<file path="src/rtl/ahb_lite_master.sv">
// AHB-lite single-master front end: command FIFO, pipelined issue, read-response FIFO.
// Ports: HCLK/HRESET, cmd_* (command in), rsp_* (read data out), HADDR/HWRITE/HWDATA/HRDATA, idle.
module ahb_lite_master #(
    parameter int unsigned CMD_DEPTH = 4,
    parameter int unsigned RSP_DEPTH = 4,
    parameter logic [31:0] IDLE_ADDR = 32'h0000_0000
) (
    input  logic        HCLK,
    input  logic        HRESET,
    input  logic        cmd_valid,
    output logic        cmd_ready,
    input  logic        cmd_write,
    input  logic [31:0] cmd_addr,
    input  logic [31:0] cmd_wdata,
    output logic        rsp_valid,
    input  logic        rsp_ready,
    output logic [31:0] rsp_rdata,
    output logic [31:0] HADDR,
    output logic        HWRITE,
    output logic [31:0] HWDATA,
    input  logic [31:0] HRDATA,
    output logic        idle
);

    localparam int CAW  = $clog2(CMD_DEPTH);
    localparam int CCW  = CAW + 1;
    localparam int RAW  = $clog2(RSP_DEPTH);
    localparam int RCW  = RAW + 1;
    localparam int RCW1 = RCW + 1;

    logic            cmd_wr_mem [CMD_DEPTH];
    logic [31:0]     cmd_addr_mem [CMD_DEPTH];
    logic [31:0]     cmd_data_mem [CMD_DEPTH];
    logic [CAW-1:0]  cmd_wptr;
    logic [CAW-1:0]  cmd_rptr;
    logic [CCW-1:0]  cmd_count;
    logic            cmd_push;
    logic            cmd_pop;
    logic            head_write;
    logic [31:0]     head_addr;
    logic [31:0]     head_wdata;

    logic [31:0]     rsp_mem [RSP_DEPTH];
    logic [RAW-1:0]  rsp_wptr;
    logic [RAW-1:0]  rsp_rptr;
    logic [RCW-1:0]  rsp_count;
    logic            rsp_push;
    logic            rsp_pop;

    logic            a_valid;
    logic [31:0]     a_wdata;
    logic            d_valid;
    logic            d_write;
    logic [1:0]      rd_in_flight;
    logic [RCW1-1:0] credit_used;

    assign cmd_ready  = !HRESET && (cmd_count < CCW'(CMD_DEPTH));
    assign cmd_push   = cmd_valid && cmd_ready;
    assign head_write = cmd_wr_mem[cmd_rptr];
    assign head_addr  = cmd_addr_mem[cmd_rptr];
    assign head_wdata = cmd_data_mem[cmd_rptr];

    // Reads still owed a response slot: queued responses plus reads on the bus.
    assign rd_in_flight = 2'(a_valid & ~HWRITE) + 2'(d_valid & ~d_write);
    assign credit_used  = RCW1'(rsp_count) + RCW1'(rd_in_flight);

    assign cmd_pop = (cmd_count != '0) &&
                     (head_write || (credit_used < RCW1'(RSP_DEPTH)));

    assign rsp_push  = d_valid && !d_write;
    assign rsp_valid = (rsp_count != '0);
    assign rsp_pop   = rsp_valid && rsp_ready;
    assign rsp_rdata = rsp_valid ? rsp_mem[rsp_rptr] : 32'h0;

    assign idle = (cmd_count == '0) && !a_valid && !d_valid && (rsp_count == '0);

    always_ff @(posedge HCLK) begin
        if (cmd_push) begin
            cmd_wr_mem[cmd_wptr]   <= cmd_write;
            cmd_addr_mem[cmd_wptr] <= cmd_addr;
            cmd_data_mem[cmd_wptr] <= cmd_wdata;
        end
        if (rsp_push) begin
            rsp_mem[rsp_wptr] <= HRDATA;
        end
    end

    always_ff @(posedge HCLK) begin
        if (HRESET) begin
            cmd_wptr  <= '0;
            cmd_rptr  <= '0;
            cmd_count <= '0;
        end else begin
            if (cmd_push) cmd_wptr <= cmd_wptr + CAW'(1);
            if (cmd_pop)  cmd_rptr <= cmd_rptr + CAW'(1);
            case ({cmd_push, cmd_pop})
                2'b10:   cmd_count <= cmd_count + CCW'(1);
                2'b01:   cmd_count <= cmd_count - CCW'(1);
                default: cmd_count <= cmd_count;
            endcase
        end
    end

    // Address and data phase registers; an empty slot drives an idle read.
    always_ff @(posedge HCLK) begin
        if (HRESET) begin
            HADDR   <= IDLE_ADDR;
            HWRITE  <= 1'b0;
            a_valid <= 1'b0;
            a_wdata <= 32'h0;
            d_valid <= 1'b0;
            d_write <= 1'b0;
            HWDATA  <= 32'h0;
        end else begin
            if (cmd_pop) begin
                HADDR   <= head_addr & 32'hFFFF_FFFC;
                HWRITE  <= head_write;
                a_valid <= 1'b1;
                a_wdata <= head_write ? head_wdata : 32'h0;
            end else begin
                HADDR   <= IDLE_ADDR;
                HWRITE  <= 1'b0;
                a_valid <= 1'b0;
                a_wdata <= 32'h0;
            end
            d_valid <= a_valid;
            d_write <= HWRITE;
            HWDATA  <= a_wdata;
        end
    end

    always_ff @(posedge HCLK) begin
        if (HRESET) begin
            rsp_wptr  <= '0;
            rsp_rptr  <= '0;
            rsp_count <= '0;
        end else begin
            if (rsp_push && !rsp_pop) begin
                assert (rsp_count < RCW'(RSP_DEPTH));
            end
            if (rsp_push) rsp_wptr <= rsp_wptr + RAW'(1);
            if (rsp_pop)  rsp_rptr <= rsp_rptr + RAW'(1);
            case ({rsp_push, rsp_pop})
                2'b10:   rsp_count <= rsp_count + RCW'(1);
                2'b01:   rsp_count <= rsp_count - RCW'(1);
                default: rsp_count <= rsp_count;
            endcase
        end
    end

endmodule
</file>
<file path="config.mk">
export PLATFORM = sky130hd
export DESIGN_NAME = ahb_lite_master
export DESIGN_NICKNAME = d
export VERILOG_FILES = /design/src/rtl/ahb_lite_master.sv
export SDC_FILE = /design/constraint.sdc
export NUM_CORES = 1
export LEC_CHECK = 0
export ABC_AREA = 1
export CORE_MARGIN = 2
export CORE_UTILIZATION = 31
export CTS_CLUSTER_DIAMETER = 80
export DETAILED_ROUTE_END_ITERATION = 10
export PLACE_DENSITY_LB_ADDON = 0.05
export SETUP_SLACK_MARGIN = 0.2
export SLEW_MARGIN = 20
export SYNTH_ARGS = -nofsm -noshare
export SYNTH_HDL_FRONTEND = slang
export SYNTH_SLANG_ARGS = --single-unit
</file>
<file path="constraint.sdc">
create_clock -name HCLK -period 5 [get_ports HCLK]
set_input_delay 1 -clock HCLK [delete_from_list [all_inputs] [get_ports HCLK]]
set_output_delay 1 -clock HCLK [all_outputs]
set_load 0.005 [all_outputs]
</file>
==> flow_summary_export.csv <==
group,metric,value,unit
floorplanning,placeableCoreArea,0.0576,mm²
placement,placed_cells,2330,
outcome,status,"finished clean",
sta,finalHoldViolations,0,
logic_synthesis,yosysTopAreaCellShare,63.4,%
global_routing,grt_use_total,14.6,%
sta,setup_violations,0,
placement,placement.cell_area,0.0208,mm²
global_routing,grt_antenna_before_repair,3,
logic_synthesis,post_synth_cell_types,29,
placement,finalWeightedCongestion,0.676,
finish,drive_above_1_share,8.56,%
cts,clock_tree_from_tritoncts,"built",
placement,placement.io_buffers,196,
power,power.sequential.fraction,42.0,%
sta,worst-slew-pin-transition,1020,ps
power,clockPowerShare,34.0,%
logic_synthesis,synthesis.area_per_instance,12.7,µm²
cts,post_cts.resized_instances,0,
global_routing,pin_count_of_the_biggest_net_entering_global_routing,89,
power,power.net_switching,3.55,mW
drt,wl_met1,19.0,mm
cts,htreeDepth,2,
sta,period_needed,3980,ps
drt,drt-pass1-iter-count,6,
sta,maxSlewHeadroom,31.9,%
cts,clk_latency,600,ps
logic_synthesis,synthTopCellsByArea,"edfxtp_1, dfxtp_1, nor2_1, o21ai_0, a21oi_1",
floorplanning,io-pin-count,201,
finish,final.fill_count,5478,
drt,routed_wire_length_per_instance,17.8,µm
floorplanning,die_area,0.0600,mm²
cts,cts_inserted_buffers,56,
drt,ant_nets,0,
drt,drt_wl_total,43.4,mm
logic_synthesis,synth_area_leader_cell,"edfxtp_1",
logic_synthesis,ys_ff_latch,496,
drt,total_via_count_in_the_routed_design,10717,
logic_synthesis,flip_flop_cell_with_the_highest_count_after_synthesis,"edfxtp_1",
floorplanning,floorplan.initialDensity,31.3,%
logic_synthesis,post_synth_inst_count,1422,
sta,slew_viol_final,0,
drt,vias_per_cell,4.40,
power,p_comb_share,24.0,%
setup_path,worstPathMaxFanout,33,
cts,clock_tree.root_cell,"clkbuf_16",
setup_path,data_arrival_at_the_endpoint_of_the_critical_path,2980,ps
drt,route.detailed.drc,0,
cts,cts_buffer_depth,3,
cts,cts.sinks,496,
sta,timing.clock.skew,16.8,ps
drt,met3WireLength,2.02,mm
sta,final_min_period_over_clock_period,79.6,%
power,total_leakage_power,7.71,nW
power,vdd.ir_drop.worst,0.269,mV
power,internal-power,8.46,mW
job,cap_violations,0,
cts,clk_pin_slew,60,ps
finish,finalNonFillerCells,2436,
drt,drt-initial-drc-count,503,
global_routing,globalRoute.totalOverflow,0,
cts,post-cts-setup-buffer-count,0,
sta,max_freq,251,MHz
finish,num_antenna_cells,0,
sta,post-route-worst-setup-slack,1020,ps
setup_path,timing.critical_path.from_type,"flip-flop",
setup_path,critical_path.endpoint_type,"output port",
finish,count_of_nets_after_finishing,1738,
setup_path,setup.worst_path.class,"reg2out",
logic_synthesis,synth_common_cells,"nor2_1, edfxtp_1, o21ai_0",
sta,fin_setup_tns,0,ps
sta,worst_hold_slack,396,ps
setup_path,cp_data_required_time,4000,ps
placement,pre_cts_ws,1590,ps
floorplanning,fp.dieW,245,µm
global_routing,grt_pass1_wl,65.9,mm
power,p_per_area,531,mW/mm²
power,sw_frac_of_total,29.6,%
finish,area.growth.synth_to_final,25.7,%
logic_synthesis,yosysMostFrequentCell,"nor2_1",
logic_synthesis,post_synth_instance_area,0.0180,mm²
finish,post-route-cell-area,0.0226,mm²
logic_synthesis,postSynth.asyncResetShare,0,%
global_routing,first_global_vias,11043,
cts,hold_buffers,0,
drt,routed.top_layer,"met5",
logic_synthesis,ys.warnings.count,0,
logic_synthesis,synth_enable_flop_cells,380,
min_path,worstHoldPathType,"reg2reg",
floorplanning,rows,88,
placement,hpwl,23.0,mm
logic_synthesis,synth_sequential_area_ratio,76.3,%
sta,rsz0062_at_grt,"false",
drt,wl_met2,21.5,mm
floorplanning,die_ht,245,µm
## worst paths after layout
| kind | from | to | slack (ps) | depth (start not counted) |
|---|---|---|---|---|
| worst max-delay path | flip-flop | rsp_rdata[17] | 1020 | 5 |
| worst min-delay path | a_wdata[17]$_SDFF_PP0_ | HWDATA[17]$_SDFF_PP0_ | 400 | 2 |
| worst max register to register | d_valid$_SDFF_PP0_ | cmd_count[2]$_SDFFE_PP0P_ | 2590 | 16 |
| worst min register to register | a_wdata[17]$_SDFF_PP0_ | HWDATA[17]$_SDFF_PP0_ | 400 | 2 |
## per-stage QoR
step	power [mW]	utilization (%)
2_1_floorplan	6.81	-
3_5_place_dp	8.11	36.1
4_1_cts	12.3	39.3
6_report	12.0	39.3
3_3_place_gp	8.10	36.1
5_1_grt	12.8	39.3
## worst max-delay path, stage by stage, from the launching register on
cell and delay (ps):
dfxtp_2 330, clkinv_1 760, buf_4 510, o21ai_0 180, a21oi_1 100, clkdlybuf4s50_1 510
## routing by layer
metal,global-route usage [%],vias up
li1,-,5311
met1,17.9,5143
met2,25.5,187
met3,3.28,70
met4,4.34,6
met5,0,-
## power by group through the flow
| stage | clock, mW | sequential (mW) | combinational (mW) |
|---|---|---|---|
| finish | 4.09 | 5.04 | 2.88 |
| global route | 4.39 | 5.09 | 3.26 |
| CTS | 4.24 | 5.06 | 2.99 |
| detailed placement | 0 | 5.14 | 2.98 |
| global placement | 0 | 5.13 | 2.97 |
| floorplan | 0 | 5.07 | 1.74 |
## cells by family (layout without fill, tap and decap cells)
group	count (synthesis)	in the layout	share of synthesized area (%)
other	1	2	0.0208
buffers and inverters	144	392	3.82
adders and majority gates	14	14	1.06
AOI/OAI and AO/OA	309	309	8.82
and+or+nand+nor	458	458	9.98
DFF	496	496	76.3
## flip-flops by register name (all words and copies together), names as in the netlist, 2 cells and up, named ones only
| name | cells |
|---|---|
| cmd_addr_mem | 120 |
| cmd_wr_mem | 4 |
| HADDR | 30 |
| rsp_mem | 128 |
| rsp_rptr | 2 |
| cmd_rptr | 2 |
| cmd_count | 3 |
| cmd_data_mem | 128 |
| HWDATA | 32 |
| rsp_wptr | 2 |
| a_wdata | 32 |
| rsp_count | 3 |
| cmd_wptr | 2 |
## final cells by class
type	count	area [µm²]	share of cell area (%)
flip-flops and latches	496	13700	60.7
clock inverters	22	220	0.973
repair buffers	218	2170	9.60
inverters	68	258	1.14
well taps	765	957	4.23
clock buffers	84	1640	7.24
multi-input cells	783	3640	16.1
## placed cells by master, fill, tap and decap left out, types with 2 or more instances in the layout
cell             synthesis  final
conb_1                   1      2
a21oi_1                 99     99
clkdlybuf4s50_1          0    195
nor2_1                 430    422
bufinv_16                0      4
clkinv_1                 2      7
clkinvlp_4               0      2
dfxtp_1                116    113
nand2_1                 13     13
buf_4                    8     18
o21ai_0                148    148
nor2_4                   0      8
nand2_4                  2      2
nand3_2                  2      2
o21ai_1                 51     51
edfxtp_1               380    380
fa_1                     2      2
nand3_1                  4      4
clkinv_2                 0     10
clkbuf_16                0     58
a21oi_2                 11     11
buf_12                   0      4
clkbuf_1                17     17
inv_1                   62     62
inv_2                    3      3
nor2_2                   2      2
ha_1                    12     12
clkbuf_8                 0      9
dfxtp_4                  0      2
Note: power is estimated with default switching activity, not from simulation.
